===== src/rtl/mips16_fetch.sv =====
// MIPS16 instruction fetch: PC, one-outstanding imem req/ack, head-of-FIFO decode.
// Define MIPS16_FETCH_STATS_EN to add the saturating flush_count output.
module mips16_fetch #(
    parameter logic [15:0] RESET_PC = 16'h0000,
    parameter int          DEPTH    = 2
) (
    input  logic        clk,
    input  logic        reset,
    output logic        imem_req,
    output logic [15:0] imem_addr,
    input  logic        imem_ack,
    input  logic [15:0] imem_rdata,
    input  logic        pcsrc,
    input  logic        jump,
    input  logic [15:0] pcbranch,
    input  logic [15:0] pcjump,
    input  logic        instr_ready,
    output logic        instr_valid,
    output logic [15:0] instr,
    output logic [15:0] instr_pc,
    output logic [15:0] pcplus2,
    output logic [2:0]  op,
    output logic        select,
    output logic [3:0]  funct
`ifdef MIPS16_FETCH_STATS_EN
    ,
    output logic [15:0] flush_count
`endif
);

    localparam int PW = (DEPTH > 1) ? $clog2(DEPTH) : 1;
    localparam int CW = $clog2(DEPTH + 1);

    localparam logic [CW-1:0] FULL = CW'(DEPTH);
    localparam logic [PW-1:0] LAST = PW'(DEPTH - 1);

    localparam logic [1:0] S_IDLE = 2'd0;
    localparam logic [1:0] S_REQ  = 2'd1;
    localparam logic [1:0] S_DROP = 2'd2;

    logic [1:0]    state_q, state_d;
    logic [15:0]   pc_q, pc_d;
    logic [15:0]   stale_q, stale_d;
    logic [CW-1:0] count_q, count_d;
    logic [PW-1:0] rd_ptr_q, rd_ptr_d;
    logic [PW-1:0] wr_ptr_q, wr_ptr_d;

    logic [15:0] fifo_instr_q [DEPTH];
    logic [15:0] fifo_pc_q    [DEPTH];

    logic          redirect;
    logic [15:0]   target;
    logic          push;
    logic          pop;
    logic [CW-1:0] count_pop;
    logic [CW-1:0] count_push;
    logic [15:0]   head_instr;
    logic [15:0]   head_pc;

    function automatic logic [PW-1:0] ptr_inc(input logic [PW-1:0] p);
        return (p == LAST) ? '0 : p + 1'b1;
    endfunction

    always_comb begin
        redirect   = jump | pcsrc;
        target     = jump ? pcjump : pcbranch;
        pop        = instr_valid & instr_ready;
        count_pop  = count_q - CW'(pop);
        count_push = count_pop + CW'(1);
        push       = 1'b0;
        state_d    = state_q;
        pc_d       = pc_q;
        stale_d    = stale_q;
        count_d    = count_pop;
        rd_ptr_d   = rd_ptr_q;
        wr_ptr_d   = wr_ptr_q;

        if (redirect) begin
            // Flush wins over any same-cycle pop or returning data
            count_d  = '0;
            rd_ptr_d = '0;
            wr_ptr_d = '0;
            pc_d     = target;
            state_d  = S_REQ;
            if (state_q == S_REQ && !imem_ack) begin
                state_d = S_DROP;
                stale_d = pc_q;
            end else if (state_q == S_DROP && !imem_ack) begin
                state_d = S_DROP;
            end
        end else begin
            unique case (state_q)
                S_IDLE: begin
                    if (count_pop < FULL)
                        state_d = S_REQ;
                end
                S_REQ: begin
                    if (imem_ack) begin
                        push    = 1'b1;
                        pc_d    = pc_q + 16'd2;
                        count_d = count_push;
                        state_d = (count_push < FULL) ? S_REQ : S_IDLE;
                    end
                end
                S_DROP: begin
                    if (imem_ack)
                        state_d = S_REQ;
                end
                default: state_d = S_IDLE;
            endcase
            if (pop)
                rd_ptr_d = ptr_inc(rd_ptr_q);
            if (push)
                wr_ptr_d = ptr_inc(wr_ptr_q);
        end
    end

    always_ff @(posedge clk or posedge reset) begin
        if (reset) begin
            state_q  <= S_IDLE;
            pc_q     <= RESET_PC;
            stale_q  <= RESET_PC;
            count_q  <= '0;
            rd_ptr_q <= '0;
            wr_ptr_q <= '0;
        end else begin
            state_q  <= state_d;
            pc_q     <= pc_d;
            stale_q  <= stale_d;
            count_q  <= count_d;
            rd_ptr_q <= rd_ptr_d;
            wr_ptr_q <= wr_ptr_d;
        end
    end

    // Payload needs no reset: outputs are gated by instr_valid
    always_ff @(posedge clk) begin
        if (push) begin
            fifo_instr_q[wr_ptr_q] <= imem_rdata;
            fifo_pc_q[wr_ptr_q]    <= pc_q;
        end
    end

    always_comb begin
        imem_req    = (state_q != S_IDLE);
        imem_addr   = (state_q == S_DROP) ? stale_q : pc_q;
        instr_valid = (count_q != '0);
        head_instr  = fifo_instr_q[rd_ptr_q];
        head_pc     = fifo_pc_q[rd_ptr_q];
        instr       = instr_valid ? head_instr : 16'h0000;
        instr_pc    = instr_valid ? head_pc : 16'h0000;
        pcplus2     = instr_valid ? head_pc + 16'd2 : 16'h0000;
        op          = instr[15:13];
        select      = instr[12];
        funct       = instr[3:0];
    end

`ifdef MIPS16_FETCH_STATS_EN
    logic [15:0] flush_q, flush_d;

    always_comb begin
        flush_d = flush_q;
        if (redirect && flush_q != 16'hFFFF)
            flush_d = flush_q + 16'd1;
    end

    always_ff @(posedge clk or posedge reset) begin
        if (reset)
            flush_q <= 16'h0000;
        else
            flush_q <= flush_d;
    end

    assign flush_count = flush_q;
`endif

endmodule


===== config.mk =====
export PLATFORM = sky130hd
export DESIGN_NAME = mips16_fetch
export DESIGN_NICKNAME = d
export VERILOG_FILES = /design/src/rtl/mips16_fetch.sv
export SDC_FILE = /design/constraint.sdc
export NUM_CORES = 1
export LEC_CHECK = 0
export CORE_ASPECT_RATIO = 1.4
export CORE_MARGIN = 10
export CORE_UTILIZATION = 35
export CTS_CLUSTER_DIAMETER = 120
export DETAILED_ROUTE_END_ITERATION = 8
export GPL_ROUTABILITY_DRIVEN = 0
export PLACE_DENSITY = 0.71
export SYNTH_ARGS = -nofsm -noshare
export SYNTH_HDL_FRONTEND = slang
export SYNTH_SLANG_ARGS = --single-unit

===== constraint.sdc =====
create_clock -name clk -period 4.4 [get_ports clk]
set_input_delay 0.88 -clock clk [delete_from_list [all_inputs] [get_ports clk]]
set_output_delay 0.88 -clock clk [all_outputs]
set_load 0.01 [all_outputs]

==> results of run 1 <==
-- state kept, by name, summed over array words and instances (netlist names) --
name          flops
fifo_instr_q     32
wr_ptr_q          1
count_q           2
rd_ptr_q          1
state_q           2
pc_q             16
fifo_pc_q        32
stale_q          16
-- synthesized netlist by cell type, types with 4 or more instances --
library cell | count | area share, %
sky130_fd_sc_hd__a22oi_1 | 4 | 0.59
sky130_fd_sc_hd__nor2_1 | 45 | 3.3
sky130_fd_sc_hd__clkbuf_1 | 13 | 0.96
sky130_fd_sc_hd__nor4_1 | 6 | 0.74
sky130_fd_sc_hd__edfxtp_1 | 64 | 38
sky130_fd_sc_hd__o21ai_0 | 7 | 0.69
sky130_fd_sc_hd__dfrtp_1 | 38 | 19
sky130_fd_sc_hd__nand2_1 | 16 | 1.2
sky130_fd_sc_hd__and2_1 | 6 | 0.74
sky130_fd_sc_hd__buf_4 | 9 | 1.3
sky130_fd_sc_hd__a31oi_1 | 4 | 0.49
sky130_fd_sc_hd__nand3_1 | 8 | 0.78
sky130_fd_sc_hd__nor3_1 | 13 | 1.3
sky130_fd_sc_hd__buf_2 | 5 | 0.49
sky130_fd_sc_hd__xnor2_1 | 12 | 2.1
sky130_fd_sc_hd__mux2i_1 | 34 | 6.7
sky130_fd_sc_hd__mux2_2 | 38 | 8.4
sky130_fd_sc_hd__o22ai_1 | 5 | 0.61
sky130_fd_sc_hd__nor2b_1 | 6 | 0.74
sky130_fd_sc_hd__xor2_1 | 7 | 1.2
sky130_fd_sc_hd__a21oi_1 | 15 | 1.5
sky130_fd_sc_hd__a211oi_1 | 9 | 1.3
sky130_fd_sc_hd__nand2b_1 | 4 | 0.49
sky130_fd_sc_hd__nand4_1 | 8 | 0.98
sky130_fd_sc_hd__inv_1 | 8 | 0.59
sky130_fd_sc_hd__nand3b_1 | 5 | 0.74
-- stage by stage --
stage          hold WS, ns  power, mW
6_report            0.5032      2.791
5_1_grt             0.5207      2.927
4_1_cts             0.5102      2.817
3_5_place_dp        0.4944      2.030
3_3_place_gp        0.4865      2.006
2_1_floorplan       0.4402      1.669
-- per-layer routing --
metal  GRT usage (%)  vias to the layer above  share of wire [%]
met1           14.71                     1802                 41
met3           3.956                       10                7.6
met4           3.652                        0                1.2
li1                -                     1793                  -
met5               0                        -                  0
met2           22.55                      129                 50
-- worst reg2reg max path: cells and delay by family (launching register included) --
family	cells	cell delay, ns
fa+ha+maj	1	0.19
buf+inv	1	0.29
flops	1	0.42
compound gates	1	0.07
simple gates	3	0.85
xor+xnor	2	0.49
-- path summary, 6_finish.rpt --
kind                             start          end  slack, ns  depth (start not counted)
max                           rd_ptr_q  pcplus2[15]       0.49                          7
min                        stale_q[13]  stale_q[13]       0.50                          1
max reg2reg                 count_q[1]   state_q[0]       1.97                          8
min reg2reg                stale_q[13]  stale_q[13]       0.50                          1
max in group asynchronous        reset     pc_q[13]       2.89                          3
min in group asynchronous        reset   count_q[1]       0.79                          2
-- cells by family after synthesis --
kind of cell / after synthesis / share of synthesized area [%]
simple gates: 134 / 13.72
fa+ha+maj: 3 / 0.7350
buf+inv: 38 / 3.724
xor+xnor: 19 / 3.258
flops: 102 / 56.25
mux: 73 / 15.26
compound gates: 55 / 7.055
-- final cells by class --
type                            instances  area, µm²  area share [%]
Inverter                                8      30.03          0.4388
Timing Repair Buffer                  137       1346           19.67
Clock buffer                           10      229.0           3.346
Multi-Input combinational cell        284       2057           30.05
Sequential cell                       102       2874           41.99
Tap cell                              189      236.5           3.455
Clock inverter                          6      71.32           1.042
-- power groups by stage --
stage	combinational [mW]	sequential (mW)	clock (mW)
final	0.749	1.25	0.791
after global routing	0.816	1.27	0.842
after CTS	0.764	1.25	0.803
after detailed placement	0.760	1.27	0
after global placement	0.747	1.26	0
after floorplan	0.435	1.23	0
==> tab_implementation.tex, run 1 <==
\begin{tabular}{lr}
\hline
Metric & Value \\
\hline
\multicolumn{2}{l}{\textbf{Clocking}} \\
Number of buffers created by CTS & 9 \\
Worst-Skew Late Latency & 0.34 ns \\
Clock Tree Buf Depth & 2 \\
CTS tree & built \\
Sink count of the clock tree & 102 \\
Root Driver & sky130\_fd\_sc\_hd\_\_clkbuf\_16 \\
Worst-path clk slew & 0.07 ns \\
Total number of H-tree levels & 3 \\
Cts-stage hold buffer count & 0 \\
Number of cells upsized or downsized after cts & 0 \\
Number of post-CTS setup repair buffers & 0 \\
\multicolumn{2}{l}{\textbf{Routing}} \\
Pre-Repair DR Iteration Count & 5 \\
Starting DRT DRC Count & 250 \\
Final wirelength & 13,030 µm \\
Count of vias placed by the detailed router & 3,734 \\
Remaining antenna violation count after routing & 0 \\
Post-detailed-route via-to-cell ratio & 5.073 \\
Average wire per standard cell & 17.70 µm \\
DRC violations left & 0 \\
\multicolumn{2}{l}{\textbf{Critical path}} \\
Crit path max fanout & 17 \\
Arr. time, crit path & 3.03 ns \\
Category of the worst setup path capture point & output port \\
Crit-path leading delay family & multiplexers \\
Category of the worst setup path launch point & register \\
Critical path, cell by cell & mux2\_2, ha\_1, inv\_1, a211o\_1, nor4b\_1, mux2\_1, clkdlybuf4s50\_1 \\
Slowest cell on crit path & sky130\_fd\_sc\_hd\_\_dfrtp\_2 \\
Type of the worst setup path & register to output port \\
Required time at the worst-slack endpoint & 3.52 ns \\
Buffering stage count on the worst path with inverters included & 2 \\
Delay of the slowest cell on the worst path & 0.54 ns \\
\multicolumn{2}{l}{\textbf{Synthesis}} \\
Fraction of the yosys area taken by sequential cells & 56.25\% \\
Gate count of the mapped netlist & 424 \\
Count of flip-flops with a built-in enable after synthesis & 64 \\
Yosys reg bits & 102 \\
Syn Nets & 481 \\
Synth Warn \# & 0 \\
Post-synthesis cell area & 5107 µm² \\
Share of flip-flops with an asynchronous set or reset after synthesis & 37.25\% \\
Mapped Avg Cell Area & 12.05 µm² \\
Ys flop type & sky130\_fd\_sc\_hd\_\_edfxtp\_1 \\
Distinct cell type count after synthesis & 51 \\
\multicolumn{2}{l}{\textbf{Placement}} \\
Worst slack at placement & 0.9071 ns \\
Placed Cells & 720 \\
Half-perimeter wire length after placement & 9896 µm \\
Area after DPL & 6544 µm² \\
Input/output buffers & 127 \\
\multicolumn{2}{l}{\textbf{Flow run}} \\
Reported max-cap violation count & 0 \\
\multicolumn{2}{l}{\textbf{STA}} \\
Slew of the pin with the lowest slew margin & 0.9565 ns \\
Final clock skew & 0.008498 ns \\
Final Max Slew Viols & 0 \\
Total negative setup slack & 0 ns \\
Fin worst setup slack & 0.4944 ns \\
Final Hold Violating Endpoints & 0 \\
Final worst path period share & 88.76\% \\
Fmax achieved & 256.0 MHz \\
Slew Limit Headroom & 36.23\% \\
Setup repair after global routing missed its margin & false \\
Shortest period the worst path allows & 3.906 ns \\
Total setup violations reported at the end of the flow & 0 \\
\multicolumn{2}{l}{\textbf{GRT}} \\
Number of antenna violations at the first check in global routing & 0 \\
Global-route wire length before repair & 20,330 µm \\
Vias in the first global route & 3,908 \\
Maximum number of pins on one net before global-route repair & 33 \\
Global router's overall resource usage & 12.89\% \\
Residual overflow from global routing & 0 \\
\multicolumn{2}{l}{\textbf{Pwr}} \\
Switching Share & 27.98\% \\
Flop pwr share & 44.8\% \\
Peak VDD IR & 0.2660 mV \\
PwrDens & 407.8 nW/µm² \\
Clock power share & 28.4\% \\
Static leakage power & 2.358 nW \\
Gate power share & 26.8\% \\
Cell Int Power & 2.010 mW \\
Switching power & 780.9 µW \\
\multicolumn{2}{l}{\textbf{Cells and area}} \\
Ant diodes & 0 \\
Final cell utilization of the core & 47.60\% \\
Final design area excluding fillers & 6844 µm² \\
Final-stage net count & 599 \\
Finished Layout Cells & 736 \\
Synthesis-to-layout area growth & 34.00\% \\
Layout cell share with drive strength beyond 1 & 12.98\% \\
Fill cell total of the finished layout & 1,296 \\
Top library cells by usage in the layout, fill and taps aside & 127 x sky130\_fd\_sc\_hd\_\_clkdlybuf4s50\_1, 64 x sky130\_fd\_sc\_hd\_\_edfxtp\_1, 44 x sky130\_fd\_sc\_hd\_\_nor2\_1 \\
Most common library cell in the layout ignoring fill and taps & sky130\_fd\_sc\_hd\_\_clkdlybuf4s50\_1 \\
\multicolumn{2}{l}{\textbf{Floorplan}} \\
Row count & 52 \\
Vert. Die Dim & 162.9 µm \\
Initial core utilization & 35.52\% \\
Die span in x & 122.1 µm \\
I/O pin total & 128 \\
Core area & 14,380 µm² \\
Die area & 19,890 µm² \\
\multicolumn{2}{l}{\textbf{Hold path}} \\
Hold crit path type & register to register \\
\multicolumn{2}{l}{\textbf{Outcome}} \\
Outcome & complete, no violations \\
\hline
\end{tabular}
No activity file was read; power rests on OpenSTA's default activity.
==> inputs of run 2 (changes only) <==
ABC_CLOCK_PERIOD_IN_PS = 4400   (was unset)
CORE_ASPECT_RATIO = 0.9   (was 1.4)
==> run 2 against run 1 <==
Worst hold slack improved by 0.0043 ns. Clock power rose by 2.9%. Combinational power rose by 0.5%. Maximum frequency fell by 1.3%. Global-route usage rose by 0.67 points. Sequential power barely moved. Routed wire length rose by 4.6%. Sequential share of layout area fell by 0.084 points. Critical path depth fell by 1. Flip-flop and latch count did not move.
==> tab_implementation.tex, run 2 (synthesis results as in run 1) <==
\begin{tabular}{lr}
\hline
Metric & Value \\
\hline
\multicolumn{2}{l}{\textbf{Placement}} \\
Placed Cells & 724 \\
Input/output buffers & 127 \\
Half-perimeter wire length after placement & 10,290 µm \\
Worst slack at placement & 0.8016 ns \\
\multicolumn{2}{l}{\textbf{Clocking}} \\
Root Driver & sky130\_fd\_sc\_hd\_\_clkbuf\_16 \\
Cts-stage hold buffer count & 0 \\
Worst-path clk slew & 0.07 ns \\
Number of buffers created by CTS & 9 \\
Number of post-CTS setup repair buffers & 0 \\
CTS tree & built \\
Number of cells upsized or downsized after cts & 0 \\
Worst-Skew Late Latency & 0.35 ns \\
Clock Tree Buf Depth & 2 \\
Sink count of the clock tree & 102 \\
Total number of H-tree levels & 3 \\
\multicolumn{2}{l}{\textbf{Cells and area}} \\
Most common library cell in the layout ignoring fill and taps & sky130\_fd\_sc\_hd\_\_clkdlybuf4s50\_1 \\
Top library cells by usage in the layout, fill and taps aside & 127 x sky130\_fd\_sc\_hd\_\_clkdlybuf4s50\_1, 64 x sky130\_fd\_sc\_hd\_\_edfxtp\_1, 44 x sky130\_fd\_sc\_hd\_\_nor2\_1 \\
Synthesis-to-layout area growth & 34.27\% \\
Finished Layout Cells & 740 \\
Largest regs & fifo\_instr\_q (32), fifo\_pc\_q (32) \\
Layout cell share with drive strength beyond 1 & 13.16\% \\
Ant diodes & 0 \\
Final-stage net count & 599 \\
\multicolumn{2}{l}{\textbf{Critical path}} \\
Critical path, cell by cell & buf\_4, nand3b\_1, a211o\_1, nor4b\_1, mux2\_1, clkdlybuf4s50\_1 \\
Category of the worst setup path launch point & register \\
Delay of the slowest cell on the worst path & 0.51 ns \\
Startpoint of the worst register-to-register path & count\_q[1] \\
Buffering stage count on the worst path with inverters included & 2 \\
Slowest cell on crit path & sky130\_fd\_sc\_hd\_\_dfrtp\_2 \\
Category of the worst setup path capture point & output port \\
Crit path max fanout & 24 \\
Arr. time, crit path & 3.08 ns \\
Crit-path leading delay family & buffers and inverters \\
Worst R2R End & state\_q[0] \\
Depth of the worst register-to-register path & 8 \\
Worst reg2reg setup slack & 1.95 ns \\
Type of the worst setup path & register to output port \\
Required time at the worst-slack endpoint & 3.52 ns \\
\multicolumn{2}{l}{\textbf{Pwr}} \\
Flop pwr share & 44.5\% \\
Switching power & 798.4 µW \\
Switching Share & 28.29\% \\
Clock power share & 28.9\% \\
Gate power share & 26.7\% \\
Static leakage power & 2.360 nW \\
PwrDens & 411.5 nW/µm² \\
Cell Int Power & 2.024 mW \\
Peak VDD IR & 0.2332 mV \\
\multicolumn{2}{l}{\textbf{STA}} \\
Shortest period the worst path allows & 3.955 ns \\
Final Max Slew Viols & 0 \\
Slew Limit Headroom & 38.84\% \\
Fin worst setup slack & 0.4446 ns \\
Final Hold Violating Endpoints & 0 \\
Final clock skew & 0.003888 ns \\
Fmax achieved & 252.8 MHz \\
Slew of the pin with the lowest slew margin & 0.9165 ns \\
Final worst path period share & 89.90\% \\
Total negative setup slack & 0 ns \\
Hold slack final & 0.5075 ns \\
Total setup violations reported at the end of the flow & 0 \\
Setup repair after global routing missed its margin & false \\
\multicolumn{2}{l}{\textbf{Hold path}} \\
Hold crit path type & register to register \\
Min-delay src & stale\_q[1] \\
Worst hold endpoint & stale\_q[1] \\
Hold Path Stages & 1 \\
\multicolumn{2}{l}{\textbf{Floorplan}} \\
Initial core utilization & 36.07\% \\
I/O pin total & 128 \\
Die area & 19,830 µm² \\
Die span in x & 147.3 µm \\
Row count & 41 \\
Core area & 14,160 µm² \\
Vert. Die Dim & 134.6 µm \\
\multicolumn{2}{l}{\textbf{Routing}} \\
Final wirelength & 13,630 µm \\
Average wire per standard cell & 18.41 µm \\
Post-detailed-route via-to-cell ratio & 5.057 \\
Starting DRT DRC Count & 320 \\
Remaining antenna violation count after routing & 0 \\
Pre-Repair DR Iteration Count & 6 \\
DRC violations left & 0 \\
Count of vias placed by the detailed router & 3,742 \\
\multicolumn{2}{l}{\textbf{GRT}} \\
Global-route wire length before repair & 21,560 µm \\
Residual overflow from global routing & 0 \\
Number of antenna violations at the first check in global routing & 0 \\
Vias in the first global route & 3,908 \\
Global router's overall resource usage & 13.56\% \\
Maximum number of pins on one net before global-route repair & 33 \\
\multicolumn{2}{l}{\textbf{Flow run}} \\
Reported max-cap violation count & 0 \\
\multicolumn{2}{l}{\textbf{Outcome}} \\
Outcome & complete, no violations \\
\hline
\end{tabular}
run 2: changes by cell type in the layout (fill, tap and decap cells not counted), sizes merged:
cell and delta:
clkinvlp +1, clkinv -1
run 2: per-layer routing:
| layer | GRT usage, % | wire [µm] |
|---|---|---|
| met1 | 17.49 | 6302 |
| met4 | 2.805 | 87 |
| met2 | 21.60 | 6183 |
| met5 | 0 | 0 |
| met3 | 4.676 | 1052 |
run 2: cell type report:
class,instances,area [µm²]
sequential,102,2874
fill,1281,7301
clock inverter,6,70.07
clock buffer,10,239.0
tap,193,241.5
timing repair buffer,137,1346
inverter,8,30.03
multi-input combinational,284,2057
run 2: power groups by stage:
stage / registers (mW) / clock network [mW] / logic [mW]
2_1_floorplan: 1.23 / 0 / 0.435
3_3_place_gp: 1.26 / 0 / 0.745
3_5_place_dp: 1.27 / 0 / 0.763
4_1_cts: 1.25 / 0.832 / 0.768
5_1_grt: 1.27 / 0.869 / 0.820
6_report: 1.25 / 0.814 / 0.753
run 2: per-stage QoR:
| step | power, mW | util, % | instance area, µm² |
|---|---|---|---|
| 2_1_floorplan | 1.669 | - | 5107 |
| 3_3_place_gp | 2.006 | 46.25 | 6549 |
| 3_5_place_dp | 2.037 | 46.25 | 6549 |
| 4_1_cts | 2.854 | 48.44 | 6858 |
| 5_1_grt | 2.961 | 48.44 | 6858 |
| 6_report | 2.822 | 48.44 | 6858 |
run 2: worst max-delay path by stage:
stage | from | end | slack [ns] | depth (start not counted)
2_1_floorplan | pcsrc | fifo_instr_q[0][0] | 0.18 | 4
3_3_place_gp | rd_ptr_q | pcplus2[15] | 0.86 | 6
3_5_place_dp | rd_ptr_q | pcplus2[15] | 0.80 | 6
4_1_cts | rd_ptr_q | pcplus2[15] | 0.41 | 6
5_1_grt | rd_ptr_q | pcplus2[15] | 0.26 | 6
6_report | rd_ptr_q | pcplus2[15] | 0.44 | 6
==> inputs of run 3 (changes only) <==
GPL_TIMING_DRIVEN = 0   (was unset)
==> run 3 against run 2 <==
Design area grew 1.2%. Non-clock buffer count grew 23. Maximum frequency shrank 5.4%. Utilization grew 0.59 points. Routed wire length shrank 0.62%. Global-route usage shrank 0.15 points. Sequential share of layout area shrank 0.52 points. Via count grew 1.7%. Combinational power grew 3.6%. Die area is the same. Clock-buffer cell count grew 1. Critical endpoint unchanged.
==> tab_implementation.tex, run 3 (synthesis results as in run 1) <==
\begin{tabular}{lr}
\hline
Metric & Value \\
\hline
\multicolumn{2}{l}{\textbf{Placement}} \\
Worst slack at placement & 0.4860 ns \\
Input/output buffers & 127 \\
Area after DPL & 6660 µm² \\
Half-perimeter wire length after placement & 10,360 µm \\
\multicolumn{2}{l}{\textbf{Hold path}} \\
Hold crit path type & register to register \\
Min-delay src & stale\_q[6] \\
\multicolumn{2}{l}{\textbf{Routing}} \\
DRC violations left & 0 \\
Post-detailed-route via-to-cell ratio & 4.990 \\
Count of vias placed by the detailed router & 3,807 \\
Sum of met3 wire segment lengths after detailed routing & 1154 µm \\
Routed length on met1 & 6285 µm \\
Final wirelength & 13,540 µm \\
DR top layer & met4 \\
Remaining antenna violation count after routing & 0 \\
Average wire per standard cell & 17.75 µm \\
Pre-Repair DR Iteration Count & 4 \\
Total length of routed met2 wires & 5991 µm \\
Starting DRT DRC Count & 217 \\
\multicolumn{2}{l}{\textbf{GRT}} \\
Maximum number of pins on one net before global-route repair & 39 \\
Global router's overall resource usage & 13.40\% \\
Number of antenna violations at the first check in global routing & 0 \\
Residual overflow from global routing & 0 \\
Vias in the first global route & 3,938 \\
Global-route wire length before repair & 21,210 µm \\
\multicolumn{2}{l}{\textbf{Cells and area}} \\
Largest regs & fifo\_instr\_q (32), fifo\_pc\_q (32) \\
Final design area excluding fillers & 6942 µm² \\
Final-stage net count & 622 \\
Top library cells by usage in the layout, fill and taps aside & 127 x sky130\_fd\_sc\_hd\_\_clkdlybuf4s50\_1, 64 x sky130\_fd\_sc\_hd\_\_edfxtp\_1, 45 x sky130\_fd\_sc\_hd\_\_nor2\_1 \\
Ant diodes & 0 \\
Most common library cell in the layout ignoring fill and taps & sky130\_fd\_sc\_hd\_\_clkdlybuf4s50\_1 \\
Synthesis-to-layout area growth & 35.91\% \\
Layout cell share with drive strength beyond 1 & 14.04\% \\
\multicolumn{2}{l}{\textbf{Clocking}} \\
Sink count of the clock tree & 102 \\
Number of buffers created by CTS & 9 \\
Worst-Skew Late Latency & 0.35 ns \\
Worst-path clk slew & 0.07 ns \\
Root Driver & sky130\_fd\_sc\_hd\_\_clkbuf\_16 \\
Clock Tree Buf Depth & 2 \\
CTS tree & built \\
Total number of H-tree levels & 3 \\
Number of cells upsized or downsized after cts & 0 \\
Number of post-CTS setup repair buffers & 0 \\
Cts-stage hold buffer count & 0 \\
\multicolumn{2}{l}{\textbf{Critical path}} \\
Startpoint of the worst register-to-register path & count\_q[1] \\
Crit path max fanout & 10 \\
Required time at the worst-slack endpoint & 3.52 ns \\
Category of the worst setup path launch point & register \\
Type of the worst setup path & register to output port \\
Category of the worst setup path capture point & output port \\
Arr. time, crit path & 3.30 ns \\
Worst setup startpoint & rd\_ptr\_q \\
\multicolumn{2}{l}{\textbf{Pwr}} \\
Static leakage power & 2.416 nW \\
Peak VDD IR & 0.2060 mV \\
PwrDens & 399.2 nW/µm² \\
\multicolumn{2}{l}{\textbf{Floorplan}} \\
Core area & 14,160 µm² \\
Initial core utilization & 36.07\% \\
Row count & 41 \\
I/O pin total & 128 \\
Vert. Die Dim & 134.6 µm \\
Die span in x & 147.3 µm \\
Die area & 19,830 µm² \\
\multicolumn{2}{l}{\textbf{STA}} \\
Shortest period the worst path allows & 4.183 ns \\
Slew of the pin with the lowest slew margin & 0.9748 ns \\
Slew Limit Headroom & 35.01\% \\
Total setup violations reported at the end of the flow & 0 \\
Total negative setup slack & 0 ns \\
Setup repair after global routing missed its margin & false \\
Final clock skew & 0.006443 ns \\
Fin worst setup slack & 0.2167 ns \\
Final Max Slew Viols & 0 \\
Final worst path period share & 95.08\% \\
Final Hold Violating Endpoints & 0 \\
Fmax achieved & 239.0 MHz \\
Hold slack final & 0.5024 ns \\
\multicolumn{2}{l}{\textbf{Flow run}} \\
Reported max-cap violation count & 0 \\
\multicolumn{2}{l}{\textbf{Outcome}} \\
Outcome & complete, no violations \\
\hline
\end{tabular}
==> run 3: cell types whose count changed in the layout (fill, tap and decap cells not counted), moves of 2 or more <==
cell	delta
sky130_fd_sc_hd__inv_4	+2
sky130_fd_sc_hd__buf_2	+5
sky130_fd_sc_hd__buf_6	+2
sky130_fd_sc_hd__clkbuf_1	+14
sky130_fd_sc_hd__buf_1	+2
==> run 3: power breakdown <==
part / total, mW / internal, mW / switching (mW)
clock network: 0.743 / 0.399 / 0.344
logic: 0.780 / 0.428 / 0.353
registers: 1.25 / 1.15 / 0.0963
==> run 3: area by class of cell <==
cell class                      count  area (µm²)
Multi-Input combinational cell    284        2057
Timing Repair Buffer              130        1305
Clock inverter                      5       32.53
Tap cell                          193       241.5
Clock buffer                       11       242.7
Inverter                            8       30.03
Buffer                             30       160.2
Sequential cell                   102        2873
Fill cell                        1252        7217
==> run 3: metal layers <==
layer | track usage (%) | up-vias
met2 | 20.77 | 143
met1 | 17.12 | 1807
met3 | 5.077 | 11
met4 | 3.740 | 0
met5 | 0 | -
li1 | - | 1846
==> run 3: path summary, 6_finish.rpt <==
check,endpoint,slack (ns),cells after the start
setup / recovery,pcplus2[15],0.22,9
hold / removal,stale_q[6],0.50,1
setup reg to reg,state_q[0],2.02,8
hold reg to reg,stale_q[6],0.50,1
max in group asynchronous,pc_q[7],2.88,2
min in group asynchronous,stale_q[12],1.00,2
==> run 3: critical path, stage by stage, from the launching register on <==
cell and delay [ns]:
sky130_fd_sc_hd__dfrtp_1 0.43, sky130_fd_sc_hd__buf_6 0.18, sky130_fd_sc_hd__buf_2 0.28, sky130_fd_sc_hd__mux2_2 0.24, sky130_fd_sc_hd__ha_1 0.25, sky130_fd_sc_hd__inv_1 0.08, sky130_fd_sc_hd__a211o_1 0.30, sky130_fd_sc_hd__nor4b_2 0.31
sky130_fd_sc_hd__mux2_1 0.38, sky130_fd_sc_hd__clkdlybuf4s50_1 0.50
==> run 3: through the flow <==
stage	cells	utilization (%)	power, mW
detailed placement	747	47.04	2.054
floorplan	424	-	1.669
global placement	744	46.76	2.025
global route	763	49.03	2.902
finish	763	49.03	2.771
CTS	763	48.98	2.799
